[config.mk]
export PLATFORM = sky130hd
export DESIGN_NAME = inst_encoder
export DESIGN_NICKNAME = d
export VERILOG_FILES = /design/src/rtl/inst_enc_pkg.sv /design/src/rtl/inst_enc_skid.sv /design/src/rtl/inst_encoder.sv
export SDC_FILE = /design/constraint.sdc
export NUM_CORES = 1
export LEC_CHECK = 0
export BUFFER_PORTS_ARGS = -buffer_cell sky130_fd_sc_hd__buf_2
export CELL_PAD_IN_SITES_DETAIL_PLACEMENT = 0
export CELL_PAD_IN_SITES_GLOBAL_PLACEMENT = 2
export CORE_MARGIN = 4
export CORE_UTILIZATION = 29
export DETAILED_ROUTE_END_ITERATION = 8
export HOLD_SLACK_MARGIN = 0.03
export PLACE_DENSITY_LB_ADDON = 0.1
export SETUP_SLACK_MARGIN = 0.1
export SYNTH_ARGS = -nofsm -noshare
export SYNTH_HDL_FRONTEND = slang
export SYNTH_HIERARCHICAL = 1
export SYNTH_SLANG_ARGS = --single-unit
[constraint.sdc]
create_clock -name clk -period 1.85 [get_ports clk]
set_input_delay 0.0925 -clock clk [delete_from_list [all_inputs] [get_ports clk]]
set_output_delay 0.0925 -clock clk [all_outputs]
set_load 0.02 [all_outputs]
[src/rtl/inst_enc_pkg.sv]
`default_nettype none
// ============================================================================
// Module      : inst_enc_pkg
// Description : Shared definitions for the RISC-V instruction encoder:
//               format codes, NOP word, common opcodes, output payload type
//               and the immediate sign-extension range helper.
// Revision    : 1.0 - initial release
// ============================================================================
package inst_enc_pkg;

  // Instruction format selector carried on in_fmt (6 and 7 are illegal)
  localparam logic [2:0] FMT_R = 3'd0;
  localparam logic [2:0] FMT_I = 3'd1;
  localparam logic [2:0] FMT_S = 3'd2;
  localparam logic [2:0] FMT_B = 3'd3;
  localparam logic [2:0] FMT_U = 3'd4;
  localparam logic [2:0] FMT_J = 3'd5;

  // addi x0, x0, 0 -- emitted in place of an illegal format
  localparam logic [31:0] NOP_INST = 32'h0000_0013;

  // Base opcodes used by the boot/debug injector
  localparam logic [6:0] OP_IMM    = 7'b0010011;
  localparam logic [6:0] OP_LUI    = 7'b0110111;
  localparam logic [6:0] OP_AUIPC  = 7'b0010111;
  localparam logic [6:0] OP_JAL    = 7'b1101111;
  localparam logic [6:0] OP_JALR   = 7'b1100111;
  localparam logic [6:0] OP_BRANCH = 7'b1100011;
  localparam logic [6:0] OP_LOAD   = 7'b0000011;
  localparam logic [6:0] OP_STORE  = 7'b0100011;

  // Masks covering the immediate bits that must be a pure sign extension
  localparam logic [63:0] MASK_SEXT_IB = ~64'd0 << 11;  // I/B: imm[63:11]
  localparam logic [63:0] MASK_ZERO_S  = ~64'd0 << 12;  // S:   imm[63:12]
  localparam logic [63:0] MASK_SEXT_U  = ~64'd0 << 31;  // U:   imm[63:31]
  localparam logic [63:0] MASK_SEXT_J  = ~64'd0 << 19;  // J:   imm[63:19]

  // Encoded word plus its error flag, as held in the output stage
  typedef struct packed {
    logic        err;
    logic [31:0] inst;
  } enc_payload_t;

  localparam int PAYLOAD_W = $bits(enc_payload_t);

  // True when every immediate bit selected by mask holds the same value
  function automatic logic sext_fits(input logic [63:0] imm,
                                     input logic [63:0] mask);
    logic [63:0] sel;
    sel = imm & mask;
    return (sel == 64'd0) || (sel == mask);
  endfunction

endpackage
`default_nettype wire

[src/rtl/inst_enc_skid.sv]
`default_nettype none
// ============================================================================
// Module      : inst_enc_skid
// Description : Output register plus one skid entry. ready_o is a pure
//               register decode (skid empty), so there is no combinational
//               path from pop_i to ready_o.
// Ports       : clk, rstn      - clock / async active-low reset
//               push_i, data_i - write one payload (only while ready_o)
//               ready_o        - skid entry free
//               valid_o,data_o - output register contents
//               pop_i          - consumer takes the output register
// Revision    : 1.0 - initial release
// ============================================================================
module inst_enc_skid #(
  parameter int W = 33
) (
  input  logic         clk,
  input  logic         rstn,
  input  logic         push_i,
  input  logic [W-1:0] data_i,
  output logic         ready_o,
  output logic         valid_o,
  output logic [W-1:0] data_o,
  input  logic         pop_i
);

  logic         out_v_q,  out_v_d;
  logic [W-1:0] out_dt_q, out_dt_d;
  logic         skid_v_q, skid_v_d;
  logic [W-1:0] skid_dt_q, skid_dt_d;

  // The skid entry is only ever occupied while the output register is, so
  // an empty output register implies an empty skid.
  always_comb begin
    out_v_d   = out_v_q;
    out_dt_d  = out_dt_q;
    skid_v_d  = skid_v_q;
    skid_dt_d = skid_dt_q;
    if (out_v_q && pop_i) begin
      if (skid_v_q) begin
        // Older skid word moves forward; push cannot happen (ready_o=0)
        out_dt_d = skid_dt_q;
        skid_v_d = 1'b0;
      end else if (push_i) begin
        out_dt_d = data_i;
      end else begin
        out_v_d = 1'b0;
      end
    end else if (out_v_q) begin
      if (push_i) begin
        skid_v_d  = 1'b1;
        skid_dt_d = data_i;
      end
    end else if (push_i) begin
      out_v_d  = 1'b1;
      out_dt_d = data_i;
    end
  end

  always_ff @(posedge clk or negedge rstn) begin
    if (!rstn) begin
      out_v_q   <= 1'b0;
      out_dt_q  <= '0;
      skid_v_q  <= 1'b0;
      skid_dt_q <= '0;
    end else begin
      out_v_q   <= out_v_d;
      out_dt_q  <= out_dt_d;
      skid_v_q  <= skid_v_d;
      skid_dt_q <= skid_dt_d;
    end
  end

  assign ready_o = ~skid_v_q;
  assign valid_o = out_v_q;
  assign data_o  = out_dt_q;

endmodule
`default_nettype wire

[src/rtl/inst_encoder.sv]
`default_nettype none
// ============================================================================
// Module      : inst_encoder
// Description : Streaming RISC-V instruction encoder. Packs field-level
//               requests into 32-bit words, range-checks the immediate and
//               presents the result through a registered output with skid.
// Ports       : clk, rstn                 - clock / async active-low reset
//               in_valid/in_ready         - request handshake
//               in_fmt..in_imm            - instruction fields
//               out_valid/out_ready       - result handshake
//               out_inst, out_err         - encoded word and error flag
//               enc_count, err_count      - accepted / erroneous counters
// Config      : INST_ENC_ERR_DROP_EN - erroneous requests are accepted and
//               counted but never output; out_err is tied low.
// Revision    : 1.0 - initial release
// ============================================================================
module inst_encoder
  import inst_enc_pkg::*;
#(
  parameter int CNT_W = 16
) (
  input  logic             clk,
  input  logic             rstn,
  input  logic             in_valid,
  output logic             in_ready,
  input  logic [2:0]       in_fmt,
  input  logic [6:0]       in_opcode,
  input  logic [4:0]       in_rd,
  input  logic [4:0]       in_rs1,
  input  logic [4:0]       in_rs2,
  input  logic [2:0]       in_funct3,
  input  logic [6:0]       in_funct7,
  input  logic [63:0]      in_imm,
  output logic             out_valid,
  input  logic             out_ready,
  output logic [31:0]      out_inst,
  output logic             out_err,
  output logic [CNT_W-1:0] enc_count,
  output logic [CNT_W-1:0] err_count
);

  logic [31:0]      w_inst;
  logic             w_err;
  logic             w_accept;
  logic             w_push;
  enc_payload_t     w_pay_in;
  enc_payload_t     w_pay_out;
  logic [CNT_W-1:0] enc_count_q, enc_count_d;
  logic [CNT_W-1:0] err_count_q, err_count_d;

  // Packing and range check. Out-of-range immediates still pack their
  // truncated low bits so the consumer sees what would have been encoded.
  always_comb begin
    w_inst = NOP_INST;
    w_err  = 1'b0;
    case (in_fmt)
      FMT_R: begin
        w_inst = {in_funct7, in_rs2, in_rs1, in_funct3, in_rd, in_opcode};
      end
      FMT_I: begin
        w_inst = {in_imm[11:0], in_rs1, in_funct3, in_rd, in_opcode};
        w_err  = ~sext_fits(in_imm, MASK_SEXT_IB);
      end
      FMT_S: begin
        // Store offsets are zero-extended downstream: valid range 0..4095
        w_inst = {in_imm[11:5], in_rs2, in_rs1, in_funct3, in_imm[4:0], in_opcode};
        w_err  = |(in_imm & MASK_ZERO_S);
      end
      FMT_B: begin
        // in_imm already holds the byte offset shifted right by one
        w_inst = {in_imm[11], in_imm[9:4], in_rs2, in_rs1, in_funct3,
                  in_imm[3:0], in_imm[10], in_opcode};
        w_err  = ~sext_fits(in_imm, MASK_SEXT_IB);
      end
      FMT_U: begin
        w_inst = {in_imm[31:12], in_rd, in_opcode};
        w_err  = ~sext_fits(in_imm, MASK_SEXT_U) | (|in_imm[11:0]);
      end
      FMT_J: begin
        // in_imm already holds the byte offset shifted right by one
        w_inst = {in_imm[19], in_imm[9:0], in_imm[10], in_imm[18:11],
                  in_rd, in_opcode};
        w_err  = ~sext_fits(in_imm, MASK_SEXT_J);
      end
      default: begin
        w_inst = NOP_INST;
        w_err  = 1'b1;
      end
    endcase
  end

  assign w_accept = in_valid & in_ready;

`ifdef INST_ENC_ERR_DROP_EN
  assign w_push = w_accept & ~w_err;
`else
  assign w_push = w_accept;
`endif

  assign w_pay_in.err  = w_err;
  assign w_pay_in.inst = w_inst;

  inst_enc_skid #(
    .W(PAYLOAD_W)
  ) u_skid (
    .clk     (clk),
    .rstn    (rstn),
    .push_i  (w_push),
    .data_i  (w_pay_in),
    .ready_o (in_ready),
    .valid_o (out_valid),
    .data_o  (w_pay_out),
    .pop_i   (out_ready)
  );

  assign out_inst = w_pay_out.inst;
`ifdef INST_ENC_ERR_DROP_EN
  assign out_err = 1'b0;
`else
  assign out_err = w_pay_out.err;
`endif

  // enc_count wraps; err_count sticks at all-ones
  always_comb begin
    enc_count_d = enc_count_q;
    err_count_d = err_count_q;
    if (w_accept) begin
      enc_count_d = enc_count_q + CNT_W'(1);
      if (w_err && (err_count_q != {CNT_W{1'b1}})) begin
        err_count_d = err_count_q + CNT_W'(1);
      end
    end
  end

  always_ff @(posedge clk or negedge rstn) begin
    if (!rstn) begin
      enc_count_q <= '0;
      err_count_q <= '0;
    end else begin
      enc_count_q <= enc_count_d;
      err_count_q <= err_count_d;
    end
  end

  assign enc_count = enc_count_q;
  assign err_count = err_count_q;

endmodule
`default_nettype wire

Word level (Yosys, flattened, before mapping)
Index checks and enable logic that the tools add are counted.
{"block": "word_totals", "register_bits": 100, "input_bits": 103, "output_inout_bits": 67}
{"block": "classes", "addsub": 2, "eq_ne": 12, "mux": 14, "n_bitwise": 7, "reduce_logical": 18}
{"cell": "logical NOT 64 bit", "count": 3}
{"cell": "one-hot mux 32 bit (6 select lines)", "count": 1}
{"cell": "2-to-1 mux 33 bit", "count": 4}
{"cell": "equality test 53 bit, second input constant", "count": 1}
{"cell": "OR reduction 52 bit", "count": 1}
{"cell": "equality test 45 bit, second input constant", "count": 1}
{"cell": "equality test 33 bit, second input constant", "count": 1}
{"cell": "adder 16 x 1 -> 16 bit, second input constant", "count": 2}
{"cell": "!= test 16 bit, second input constant", "count": 1}
{"cell": "OR reduction 12 bit", "count": 1}
{"cell": "2-to-1 mux 1 bit", "count": 8}
{"cell": "equality test 3 x 2 -> 1 bit, second input constant", "count": 2}
{"cell": "equality test 3 bit, second input constant", "count": 2}
{"cell": "!= test 2 bit, second input constant", "count": 3}
{"cell": "AND reduction 2 bit", "count": 3}
{"cell": "inverter 1 bit", "count": 5}
{"cell": "one-hot mux 1 bit (5 select lines)", "count": 1}
{"cell": "nonzero test 2 bit", "count": 2}
{"cell": "equality test 3 x 1 -> 1 bit, second input constant", "count": 1}
{"cell": "logical NOT 3 bit", "count": 1}
{"cell": "logical OR 1 bit", "count": 3}
{"cell": "AND reduction 3 bit", "count": 1}
{"cell": "logical AND 1 bit", "count": 2}
{"cell": "OR reduction 2 bit", "count": 1}
{"cell": "other kinds (2)", "count": 2}

Logic depth before layout (Yosys ltp)
{"block": "depth", "ltp_word": 8, "mapped_depth": 10, "ltp_nobuf": 8}

By module
Netlist, hierarchy kept.
{"mod": "inst_enc_skid", "instances": 1, "cells_per_inst": 192, "area_per_inst_um2": 2979.1, "seq_area_each_um2": 1701.6}
{"mod": "inst_encoder", "instances": 1, "cells_per_inst": 317, "area_per_inst_um2": 2590.0, "seq_area_each_um2": 800.8}

Worst setup path before layout
No wires, ideal clock.
{"block": "synth_path", "path_kind": "reg-to-reg", "from": "register err_count_q[0] (netlist: err_count[0])", "to": "register err_count_q[1] (netlist: err_count[1])", "setup_time_ns": 0.128, "arrival_ns": 1.948, "required_ns": 1.722, "slack_ns": -0.225, "path_stages_with_launch": 9, "synth_period_minus_slack_ns": 2.075, "cell_sequence": "dfrtp_1 > ha_1 > nand2_1 > or3_1 > inv_1 > a31oi_1 > o21ai_4 > buf_6 > mux2_1"}
{"block": "synth_via", "elab_chain_len": 3}
{"item": "start: declaration", "line": "inst_encoder.sv:49", "rtl": "logic [CNT_W-1:0] err_count_q, err_count_d;"}
{"item": "start signal: assignment", "line": "inst_encoder.sv:141", "rtl": "err_count_q <= err_count_d;"}
{"item": "branches (longest 3 deep; another with adder 16 x 1 -> 16 bit)"}
Several ways; the timed one is not identified.
A chain may end at the register's enable or synchronous reset.

Worst setup path after layout
{"block": "layout_path", "from": "register err_count_q[1] (netlist: err_count[1])", "to": "register err_count_q[1] (netlist: err_count[1])"}
Same word-level chain as after synthesis.

==> results.json <==
{
  "insertion_delay_ns": 0.35,
  "reg2reg_to": "err_count[1]$_DFFE_PN0P_",
  "wl_um": 17600,
  "setup_violations": 0,
  "leakage_nw": 3.61,
  "root_buffer": "clkbuf_16",
  "r2r_cells": 8,
  "core-area_um2": 18800,
  "p_switching_mw": 3.54,
  "grt_overflow": 0,
  "clk_pin_slew_ns": 0.07,
  "fp.dieW_um": 147,
  "holdWs_ns": 0.101,
  "comb_power_share_pct": 43.0,
  "grt_pass1_vias": 5249,
  "fin_nets": 836,
  "routedWlPerCell_um": 18.2,
  "diodes": 0,
  "grt_pass1_wl_um": 28600,
  "regToRegSetupSlack_ns": 0.03,
  "pwr-share-clk_pct": 20.4,
  "syn_avg_cell_area_um2": 10.9,
  "htreeDepth": 3,
  "timing.fmax_ghz": 0.551,
  "hp-class": "primary input to flip-flop",
  "gp_congestion": 0.757,
  "stdcell_count": 970,
  "synth_cell_type_count": 49,
  "firstDrtPassIters": 4,
  "netSwitchingFraction_pct": 36.1,
  "syn_area_um2": 5570,
  "vdd.ir_drop.worst_mv": 0.576,
  "rows": 50,
  "antenna_left": 0,
  "slew_viol_final": 0,
  "path_class": "flip-flop to flip-flop",
  "grt_max_degree": 42,
  "clockBufferDepth": 2,
  "ios": 170,
  "dp_cells": 945,
  "ys_warn_count": 6,
  "fin_crit_ns": 1.82,
  "syn_inst": 509,
  "hp-start": "in_opcode[1]",
  "start_kind": "flip-flop",
  "cp_max_fo": 8,
  "tritoncts": "yes",
  "drt-initial-drc-count": 222,
  "cap_violations": 0,
  "relSlewSlack_pct": 67.0,
  "synth-seq-cells": 100,
  "clock_skew_ns": 0.00519,
  "numPortBuffers": 169,
  "final.setup.tns_ns": 0,
  "via_count": 4853,
  "cp.arrival_ns": 2.05,
  "cts_sinks": 100,
  "min_to": "u_skid/skid_dt_q[1]$_DFFE_PN0P_",
  "drc": 0,
  "critPathCaptureType": "flip-flop",
  "die_h_um": 147,
  "min_path_cells": 3,
  "hold_viol": 0,
  "ys_seq_area_share_pct": 44.9,
  "vias_per_cell": 5.00,
  "yosysMostFrequentCell": "dfrtp_1",
  "synth_area_leaders": "dfrtp_1 (45%), mux2_4 (8.1%), o221a_2 (6.7%)",
  "yosysTopAreaCellShare_pct": 44.9,
  "p_seq_share_pct": 36.6,
  "antenna_found_initial": 0,
  "synth_edf_count": 0,
  "rsz0062_at_grt": "true",
  "hpwl_um": 12800,
  "period_share_pct": 98.2,
  "die_area_um2": 21500,
  "async_flop_share_pct": 100,
  "syn_nets": 614,
  "tightest_slew_ns": 0.490,
  "synth_ff_type": "dfrtp_1",
  "area_delta_synth_final_pct": 38.6,
  "outcome": "finished clean",
  "synth_top_cell_by_area": "dfrtp_1",
  "r2r-start": "err_count[1]$_DFFE_PN0P_",
  "layout-drive-gt1-share_pct": 49.7,
  "cp_data_required_time_ns": 2.08,
  "utilization_pct": 41.1,
  "initial_core_util_pct": 29.7,
  "power.density_nw_per_um2": 1270,
  "internal_power_mw": 6.26,
  "grt_use_total_pct": 16.5,
  "netlist_top_cells_count": "dfrtp_1 (100), o221a_2 (33), mux2_4 (30), or2_0 (30), nand2_1 (29)",
  "cts_buffers": 9,
  "fill_cells": 1890
}
## flip-flops by register name, indices dropped and copies added, names as in the netlist
| signal | cells |
|---|---|
| u_skid/data_o | 33 |
| enc_count | 16 |
| err_count | 16 |
| u_skid/skid_dt_q | 33 |
| u_skid/valid_o | 1 |
| u_skid/skid_v_q | 1 |
## power groups by stage
stage	logic [mW]	clock network (mW)	registers [mW]
floorplan	2.06	0	4.15
global placement	4.05	0	3.58
detailed placement	4.10	0	3.61
CTS	4.19	2.06	3.59
global route	4.53	2.14	3.72
finish	4.21	2.00	3.59
## how the worst max path moves through the flow
stage | startpoint | endpoint | slack (ns) | cells after the start
2_1_floorplan | err_count[0]$_DFFE_PN0P_ | err_count[1]$_DFFE_PN0P_ | -0.06 | 8
3_3_place_gp | in_imm[31] | err_count[1]$_DFFE_PN0P_ | -0.29 | 9
3_5_place_dp | in_imm[31] | err_count[1]$_DFFE_PN0P_ | -0.36 | 9
4_1_cts | err_count[1]$_DFFE_PN0P_ | err_count[1]$_DFFE_PN0P_ | 0.01 | 8
5_1_grt | err_count[1]$_DFFE_PN0P_ | err_count[10]$_DFFE_PN0P_ | -0.05 | 10
6_report | err_count[1]$_DFFE_PN0P_ | err_count[1]$_DFFE_PN0P_ | 0.03 | 8
## critical path: stages (launching register included)
cell and delay (ns):
dfrtp_2 0.39, ha_4 0.14, nand2_2 0.05, or3_4 0.38, inv_4 0.07, a31oi_4 0.10, o21ai_4 0.11, buf_12 0.16
mux2_4 0.29
## per-layer routing
layer | share of wire (%) | track usage, %
met5 | 0 | 0
met4 | 1.3 | 3.81
met3 | 4.7 | 4.25
met2 | 49 | 27.4
met1 | 45 | 21.8
## cell families after synthesis
| group | synth area share [%] |
|---|---|
| XOR/XNOR | 4.72 |
| multiplexers | 14.4 |
| AND/OR/NAND/NOR | 17.1 |
| AO/OA/AOI/OAI | 14.3 |
| flip-flops | 44.9 |
| adder cells (fa/ha/maj) | 0.449 |
| buffers and inverters | 4.11 |
## cell usage in the layout (no fill, tap or decap), types with 6 or more instances in the layout
cell / netlist / routed
mux2i_1: 25 / 25
dfrtp_1: 100 / 98
nor4_1: 16 / 9
or2_0: 30 / 30
nand4_1: 21 / 21
buf_12: 0 / 6
xor2_1: 13 / 13
inv_1: 14 / 11
a21oi_1: 14 / 12
o22ai_1: 8 / 8
buf_4: 4 / 60
o21ai_0: 14 / 14
buf_6: 7 / 7
xnor2_1: 17 / 17
o221a_2: 33 / 33
mux2_4: 30 / 31
mux2_2: 8 / 8
nand2_1: 29 / 27
nor3_1: 11 / 7
buf_2: 3 / 162
clkbuf_16: 0 / 9
nand3_1: 15 / 15
o2bb2ai_1: 8 / 8
nor2_1: 26 / 24
## final cells by class
| type | instances | area, µm² | area share (%) |
|---|---|---|---|
| sequential | 100 | 2500 | 32.4 |
| inverter | 15 | 61.3 | 0.794 |
| clock inverter | 5 | 60.1 | 0.778 |
| multi-input combinational | 367 | 3040 | 39.4 |
| clock buffer | 11 | 253 | 3.27 |
| timing repair buffer | 238 | 1510 | 19.5 |
| tap | 234 | 293 | 3.79 |
## per-stage QoR
step	instance area [µm²]	total power, mW	setup slack [ns]
after global routing	7720	10.4	-0.0480
after CTS	7540	9.84	0.0118
after global placement	7100	7.63	-0.293
after floorplan	5620	6.22	-0.0592
final	7720	9.80	0.0337
after detailed placement	7100	7.71	-0.363
## what timing repair did
| action | 4_1_cts | 5_1_grt |
|---|---|---|
| gates cloned | 1 | 0 |
| gates resized for setup | 12 | 31 |
| endpoints found under the setup margin | 14 | 20 |
| pin swaps | 4 | 9 |
| hold buffers | 2 | 0 |
| endpoints found under the hold margin | 32 | 0 |
| buffers inserted | 2 | 5 |
No activity file was read; power rests on OpenSTA's default activity.
